File: src/rtl/adaptive_mode_scheduler.sv
// Chooses LowPower/HighPerf mode from windowed issue activity with hysteresis and SW override.
// Latency: decision at cycle T -> issue stalled T+1..T+DRAIN_CYCLES+1, new mode at T+DRAIN_CYCLES+2.
// Backpressure: issue_stall holds upstream issue for the whole drain/switch sequence.
module adaptive_mode_scheduler #(
    parameter int WINDOW_LEN   = 64,
    parameter int HI_THRESH    = 48,
    parameter int LO_THRESH    = 16,
    parameter int HOLD_WINDOWS = 2,
    parameter int DRAIN_CYCLES = 4
) (
    input  logic       clk,
    input  logic       rst_n,
    input  logic       valid_in,
    input  logic       mode_req_en,
    input  logic       mode_req,
    output logic       mode,
    output logic       issue_stall,
    output logic       switching,
    output logic [7:0] switch_count
);

    localparam int AW = $clog2(WINDOW_LEN + 1);
    localparam int WW = (WINDOW_LEN > 1) ? $clog2(WINDOW_LEN) : 1;
    localparam int SW = $clog2(HOLD_WINDOWS + 1);
    localparam int DW = $clog2(DRAIN_CYCLES + 1);

    typedef enum logic [1:0] {LP_RUN, HP_RUN, DRAIN, SWITCH} state_t;

    state_t        state;
    logic [WW-1:0] win_cnt;
    logic [AW-1:0] act_cnt;
    logic [SW-1:0] streak;
    logic [DW-1:0] drain_cnt;

    logic [AW-1:0] act_total;
    logic [SW-1:0] streak_inc;
    logic          win_end;
    logic          busy;
    logic          idle;
    logic          qualify;

    // The evaluation cycle's own valid_in counts toward its window.
    assign act_total  = act_cnt + AW'(valid_in);
    assign win_end    = (win_cnt == WW'(WINDOW_LEN - 1));
    assign busy       = (act_total >= AW'(HI_THRESH));
    assign idle       = (act_total <= AW'(LO_THRESH));
    assign qualify    = (state == LP_RUN) ? busy : idle;
    assign streak_inc = streak + SW'(1);

    always_ff @(posedge clk or negedge rst_n) begin
        if (!rst_n) begin
            state        <= LP_RUN;
            win_cnt      <= '0;
            act_cnt      <= '0;
            streak       <= '0;
            drain_cnt    <= '0;
            mode         <= 1'b0;
            issue_stall  <= 1'b0;
            switching    <= 1'b0;
            switch_count <= '0;
        end else begin
            case (state)
                LP_RUN, HP_RUN: begin
                    if (mode_req_en) begin
                        // Override freezes the measurement so a later auto decision starts fresh.
                        win_cnt <= '0;
                        act_cnt <= '0;
                        streak  <= '0;
                        if (mode_req != mode) begin
                            state       <= DRAIN;
                            drain_cnt   <= '0;
                            issue_stall <= 1'b1;
                            switching   <= 1'b1;
                        end
                    end else if (win_end) begin
                        win_cnt <= '0;
                        act_cnt <= '0;
                        if (qualify) begin
                            if (streak_inc == SW'(HOLD_WINDOWS)) begin
                                state       <= DRAIN;
                                drain_cnt   <= '0;
                                streak      <= '0;
                                issue_stall <= 1'b1;
                                switching   <= 1'b1;
                            end else begin
                                streak <= streak_inc;
                            end
                        end else begin
                            streak <= '0;
                        end
                    end else begin
                        win_cnt <= win_cnt + WW'(1);
                        act_cnt <= act_total;
                    end
                end
                DRAIN: begin
                    if (drain_cnt == DW'(DRAIN_CYCLES - 1)) begin
                        state     <= SWITCH;
                        drain_cnt <= '0;
                    end else begin
                        drain_cnt <= drain_cnt + DW'(1);
                    end
                end
                SWITCH: begin
                    mode        <= ~mode;
                    state       <= mode ? LP_RUN : HP_RUN;
                    issue_stall <= 1'b0;
                    switching   <= 1'b0;
                    win_cnt     <= '0;
                    act_cnt     <= '0;
                    streak      <= '0;
                    if (switch_count != 8'hFF) begin
                        switch_count <= switch_count + 8'd1;
                    end
                end
                default: begin
                    state <= LP_RUN;
                end
            endcase
        end
    end

endmodule

File: config.mk
export PLATFORM = sky130hd
export DESIGN_NAME = adaptive_mode_scheduler
export DESIGN_NICKNAME = d
export VERILOG_FILES = /design/src/rtl/adaptive_mode_scheduler.sv
export SDC_FILE = /design/constraint.sdc
export NUM_CORES = 1
export LEC_CHECK = 0
export ABC_AREA = 0
export CORE_AREA = 4 4 71 53
export CTS_BUF_LIST = sky130_fd_sc_hd__clkbuf_4 sky130_fd_sc_hd__clkbuf_8 sky130_fd_sc_hd__clkbuf_16
export DETAILED_ROUTE_END_ITERATION = 10
export DIE_AREA = 0 0 75 57
export PLACE_DENSITY = 0.75
export SYNTH_ARGS = -nofsm -noshare
export SYNTH_HDL_FRONTEND = slang
export SYNTH_SLANG_ARGS = --single-unit
export TNS_END_PERCENT = 30
File: constraint.sdc
create_clock -name clk -period 2.67 [get_ports clk]
set_input_delay 0.6675 -clock clk [delete_from_list [all_inputs] [get_ports clk]]
set_output_delay 0.6675 -clock clk [all_outputs]
set_load 0.03 [all_outputs]
# After elaboration in Yosys (flattened, before gate mapping)
# Index checks and enable logic that the tools add are counted.
[op_classes] n_addsub=5 magnitude_cmp=2 n_bitwise=1 div=0 reduce_logical=9 n_mul=0 n_eq_ne=13 n_shift=0 mux=33
[op_table] op="2-bit two-way mux" n=10
[op_table] op="3-bit two-way mux" n=6
[op_table] op="5-bit AND reduction" n=3
[op_table] op="7-bit two-way mux" n=2
[op_table] op="7-bit one-hot mux with 2 select lines" n=1
[op_table] op="6-bit two-way mux" n=2
[op_table] op="3-bit inequality test, second input constant" n=4
[op_table] op="6-bit one-hot mux with 2 select lines" n=1
[op_table] op="8-bit by 1-bit adder with 8-bit output, second input constant" n=1
[op_table] op="8-bit inequality test, second input constant" n=1
[op_table] op="7-bit by 1-bit adder with 7-bit output" n=1
[op_table] op="7-bit by 6-bit >= comparator with 1-bit output, second input constant" n=1
[op_table] op="7-bit by 5-bit less-or-equal comparator with 1-bit output, second input constant" n=1
[op_table] op="1-bit two-way mux" n=7
[op_table] op="6-bit by 1-bit adder with 6-bit output, second input constant" n=1
[op_table] op="2-bit == test, second input constant" n=3
[op_table] op="6-bit == test, second input constant" n=1
[op_table] op="2-bit one-hot mux with 3 select lines" n=1
[op_table] op="3-bit one-hot mux with 2 select lines" n=1
[op_table] op="2-bit one-hot mux with 2 select lines" n=1
[op_table] op="2-bit AND reduction" n=2
[op_table] op="2-bit nonzero test" n=2
[op_table] op="3-bit by 1-bit adder with 3-bit output, second input constant" n=1
[op_table] op="3-bit by 2-bit == test with 1-bit output, second input constant" n=1
[op_table] op="8 further kinds" n=8
[word_totals] latch_bits=0 ram_bits=0 reg_bits=30 memories=0 rom_bits=0 inputBits=5

# Longest topological paths before layout
[logic_depth] word_depth=7 ltp_mapped=8 depth_no_buf=8

# Worst setup path after synthesis
# No wires, ideal clock.
[synth_timing] path_kind="input port to flip-flop" startpoint="input port valid_in" endpoint="register drain_cnt[1]" t_arrival_ps=2441 required_ps=2549 stages=8 setup_slack_ps=108 path_cell_list="ha_1 -> ha_1 -> and3_4 -> and3_4 -> a2111oi_4 -> o211ai_1 -> and2_1 -> a32o_2"
[synth_via] elab_chain_cells=5 elab_cells_between_ends=6
[synth_rtl] element="from (decl)" line="13" text="input logic valid_in,"
[synth_rtl] element="7-bit by 1-bit adder with 7-bit output *" line="43" text="assign act_total = act_cnt + AW'(valid_in);"
[synth_rtl] element="7-bit by 5-bit less-or-equal comparator with 1-bit output or 7-bit by 6-bit >= comparator with 1-bit output (tied branches)" line="46, 45"
[synth_rtl] element="1-bit two-way mux *" line="47" text="assign qualify = (state == LP_RUN) ? busy : idle;"
[synth_rtl] element="3-bit inequality test (no source line) *"
[synth_rtl] element="5-bit AND reduction (no source line) *"
[synth_rtl] element="to (signal assigned)" line="101" text="drain_cnt <= drain_cnt + DW'(1);"
[synth_rtl] element="to (decl)" line="33" text="logic [DW-1:0] drain_cnt;"
# Mark *: on every way between the ends. The rest lies on a longest branch, timed or not.
# A chain may end at the register's enable or synchronous reset.

# Final worst setup path
[layout_timing] startpoint="input port valid_in" endpoint="register drain_cnt[2]"
# The elaborated chain is that of the path after synthesis.

==> run summary <==
status -> finished clean
DRC -> 0
via count -> 1389
PortBufs -> 15
CTS sink cnt -> 30
Die W -> 75 um
CP Launch Type -> input port
layout cells sized above 1 -> 0.2030
via/cell ratio -> 5.788
clock group share of total power -> 0.213
FMAX -> 0.3886 GHz
First-pass DRT Iterations -> 4
final setup violation count -> 0
EDFF count, synth -> 0
Cell Chain, Critical Path -> clkdlybuf4s50_1 > ha_2 > ha_4 > and3_4 > and3_4 > xnor2_1 > a21boi_2 > a41oi_2 > o31a_1
RR Endpoint -> drain_cnt[1]$_DFFE_PN0P_
DP Worst Slack -> -0.3893 ns
Power Density -> 881.4 mW/mm2
final wirelength -> 3604 um
Die Ht -> 57 um
reg-to-reg startpoint -> act_cnt[0]$_DFFE_PN0P_
first-pass GRT wire length -> 5906 um
Worst Setup SP -> valid_in
fin crit share -> 0.9638
CP Buf/Inv Count -> 1
Tot GR Track Use -> 0.1786
Logic pwr share -> 0.402
io pins -> 16
Synth top cells by count -> dfrtp_1, nand2_1, nor2_1
P_leak -> 0.8908 nW
num rows -> 17
sink of the worst hold path -> streak[0]$_DFFE_PN0P_
crit path time final -> 2.573 ns
cell internal pwr -> 1.109 mW
FF+latch area -> 750.7 um2
clock latency on the worst-skew pair -> 0.28 ns
Peak VDD IR -> 0.0006340 V
Hold Vio Cnt, Final -> 0
antenna viol nets, final -> 0
Cell Area, Synth -> 0.001644 mm2
Top cell by count, worst path -> and3_4
final slew viol count -> 0
root buffer cell -> clkbuf_8
# nets final -> 211
dominant cells by area after synthesis -> dfrtp_1, nand2_1, ha_1
GRT Residual Overflow -> 0
diode count -> 0
worst hold slack -> 0.5001 ns
initial core utilization -> 0.5331
Crit-path slowest cell -> clkdlybuf4s50_1
worst reg2reg path depth -> 8
wire per inst -> 15.02 um
maximum root-to-sink buffer count -> 2
max-cap viol count -> 0
worst path arrival time -> 2.74 ns
TritonCTS clock tree -> built
pin count of the biggest net entering global routing -> 31
clock skew -> 0.007406 ns
area leader, netlist -> dfrtp_1
Net Sw Power -> 721.0 uW
Post-Syn Area per Cell -> 9.845 um2
initial drt markers -> 66
share of the yosys chip area belonging to registers -> 0.4566
share of power burned in registers -> 0.385
full die area -> 0.004275 mm2
Sw Ratio -> 0.3941
Area Overhead vs Synth -> 26.26%
H-Tree Depth -> 2
Min-Delay Path Class -> reg -> reg
top-count cell post-synth -> dfrtp_1
Req. time, crit path -> 2.83 ns
GPL Wtd Cong -> 0.8396
Yosys warnings -> 0
delay of the slowest critical-path stage -> 0.46 ns
cts hold-fix bufs -> 0
area of the multi-input gates -> 889.6 um2
Core Box Area -> 0.003084 mm2
synthesized flop and latch total -> 30
Mapped Cells -> 167
initial antenna violation count -> 0
RSZ-0062 raised after global routing -> false
final HPWL from detailed placement -> 2572 um
register-to-register setup slack -> 0.49 ns
Main synth FF type -> dfrtp_1
Max transition margin -> 0.5472
hold_sp -> streak[0]$_DFFE_PN0P_
Max FO, Critical Path -> 4
Synthesized Nets -> 177
vias in the first global route -> 1271
Yosys cell types -> 47
crit-path leading delay family -> compound AO/OA/AOI/OAI gates
WHS Path Cells -> 1
Async SR Flop Fraction -> 1.000
WS Path Type -> in -> reg
TritonCTS Buffers -> 5
CTS clk-pin slew, worst paths -> 0.06 ns
PnR worst setup slack -> 0.09662 ns
endpoint class of the critical path -> register
Worst Tran Pin Value -> 0.6747 ns
Yosys top cell area share -> 0.4566
fillers -> 223
-- cell type report --
cell class                      instances  area share
Clock buffer                            7     0.04340
Clock inverter                          1    0.002411
Inverter                                6     0.01085
Multi-Input combinational cell        127      0.4286
Sequential cell                        30      0.3617
Tap cell                               38     0.02291
Timing Repair Buffer                   31      0.1302
-- metal layers --
metal | vias to the layer above | global-route usage | part of all wire
li1 | 681 | - | -
met2 | 36 | 0.2506 | 0.45
met5 | - | 0 | 0
met1 | 668 | 0.2556 | 0.50
met4 | 0 | 0.06091 | 0.0086
met3 | 4 | 0.06162 | 0.048
-- flip-flops by register name, indices dropped and copies added (netlist names) --
signal and count:
switching 1, switch_count 8, win_cnt 6, act_cnt 7, mode 1, streak 2
state 2, drain_cnt 3
-- placed cells by master (no fill, tap or decap), types with 3 or more instances in the layout --
master	instances
dfrtp_1	30
nand2_1	19
nor2_1	16
buf_4	16
clkdlybuf4s50_1	15
o21ai_0	11
o21ai_1	10
xnor2_1	6
clkbuf_8	6
xor2_1	5
nand3_1	5
inv_1	5
nor3_1	3
a21oi_1	3
nand4_1	3
a22o_1	3
ha_1	3
-- timing repair --
item | in CTS | in global routing
setup buffers | 0 | 2
resized for setup | 4 | 4
pin swaps | 2 | 7
endpoints found under the setup margin | 3 | 4
-- power by group through the flow --
| stage | combinational [mW] | clock [mW] | sequential (mW) |
|---|---|---|---|
| global placement | 0.693 | 0 | 0.693 |
| detailed placement | 0.711 | 0 | 0.703 |
| finish | 0.736 | 0.389 | 0.704 |
| CTS | 0.719 | 0.395 | 0.696 |
| global route | 0.806 | 0.421 | 0.721 |
| floorplan | 0.394 | 0 | 0.760 |
-- worst max path at each step --
stage / cells past startpoint / end / slack [ns]
after floorplan: 8 / drain_cnt[1]$_DFFE_PN0P_ / 0.11
after global placement: 9 / drain_cnt[1]$_DFFE_PN0P_ / -0.31
after detailed placement: 9 / drain_cnt[1]$_DFFE_PN0P_ / -0.39
after CTS: 10 / drain_cnt[1]$_DFFE_PN0P_ / 0.01
after global routing: 9 / drain_cnt[1]$_DFFE_PN0P_ / 0.006
final: 9 / drain_cnt[2]$_DFFE_PN0P_ / 0.1
-- worst register-to-register path, stage by stage (launching register included) --
cell       delay [ns]
dfrtp_1          0.39
ha_2             0.22
ha_4             0.17
and3_4           0.18
and3_4           0.20
a2111oi_4        0.32
o211ai_1         0.16
and2_4           0.19
a32o_2           0.25
-- logic make-up (layout without fill, tap and decap cells) --
group | Yosys count | after routing | synth area share
multiplexers | 1 | 1 | 0.006849
AND/OR/NAND/NOR | 60 | 60 | 0.1872
flip-flops | 30 | 30 | 0.4566
buffers and inverters | 10 | 45 | 0.02587
AO/OA/AOI/OAI | 50 | 50 | 0.2268
XOR/XNOR | 11 | 11 | 0.05860
adder cells (fa/ha/maj) | 5 | 5 | 0.03805
-- through the flow --
stage | setup TNS, ns | util | area (um2) | cells | total power [mW]
2_1_floorplan | 0 | - | 1644 | 167 | 1.154
3_3_place_gp | -1.484 | 0.6247 | 1927 | 230 | 1.387
3_5_place_dp | -2.078 | 0.6247 | 1927 | 230 | 1.414
4_1_cts | 0 | 0.6604 | 2037 | 238 | 1.810
5_1_grt | 0 | 0.6730 | 2076 | 240 | 1.948
6_report | 0 | 0.6730 | 2076 | 240 | 1.830
(Power assumes the default switching activity.)
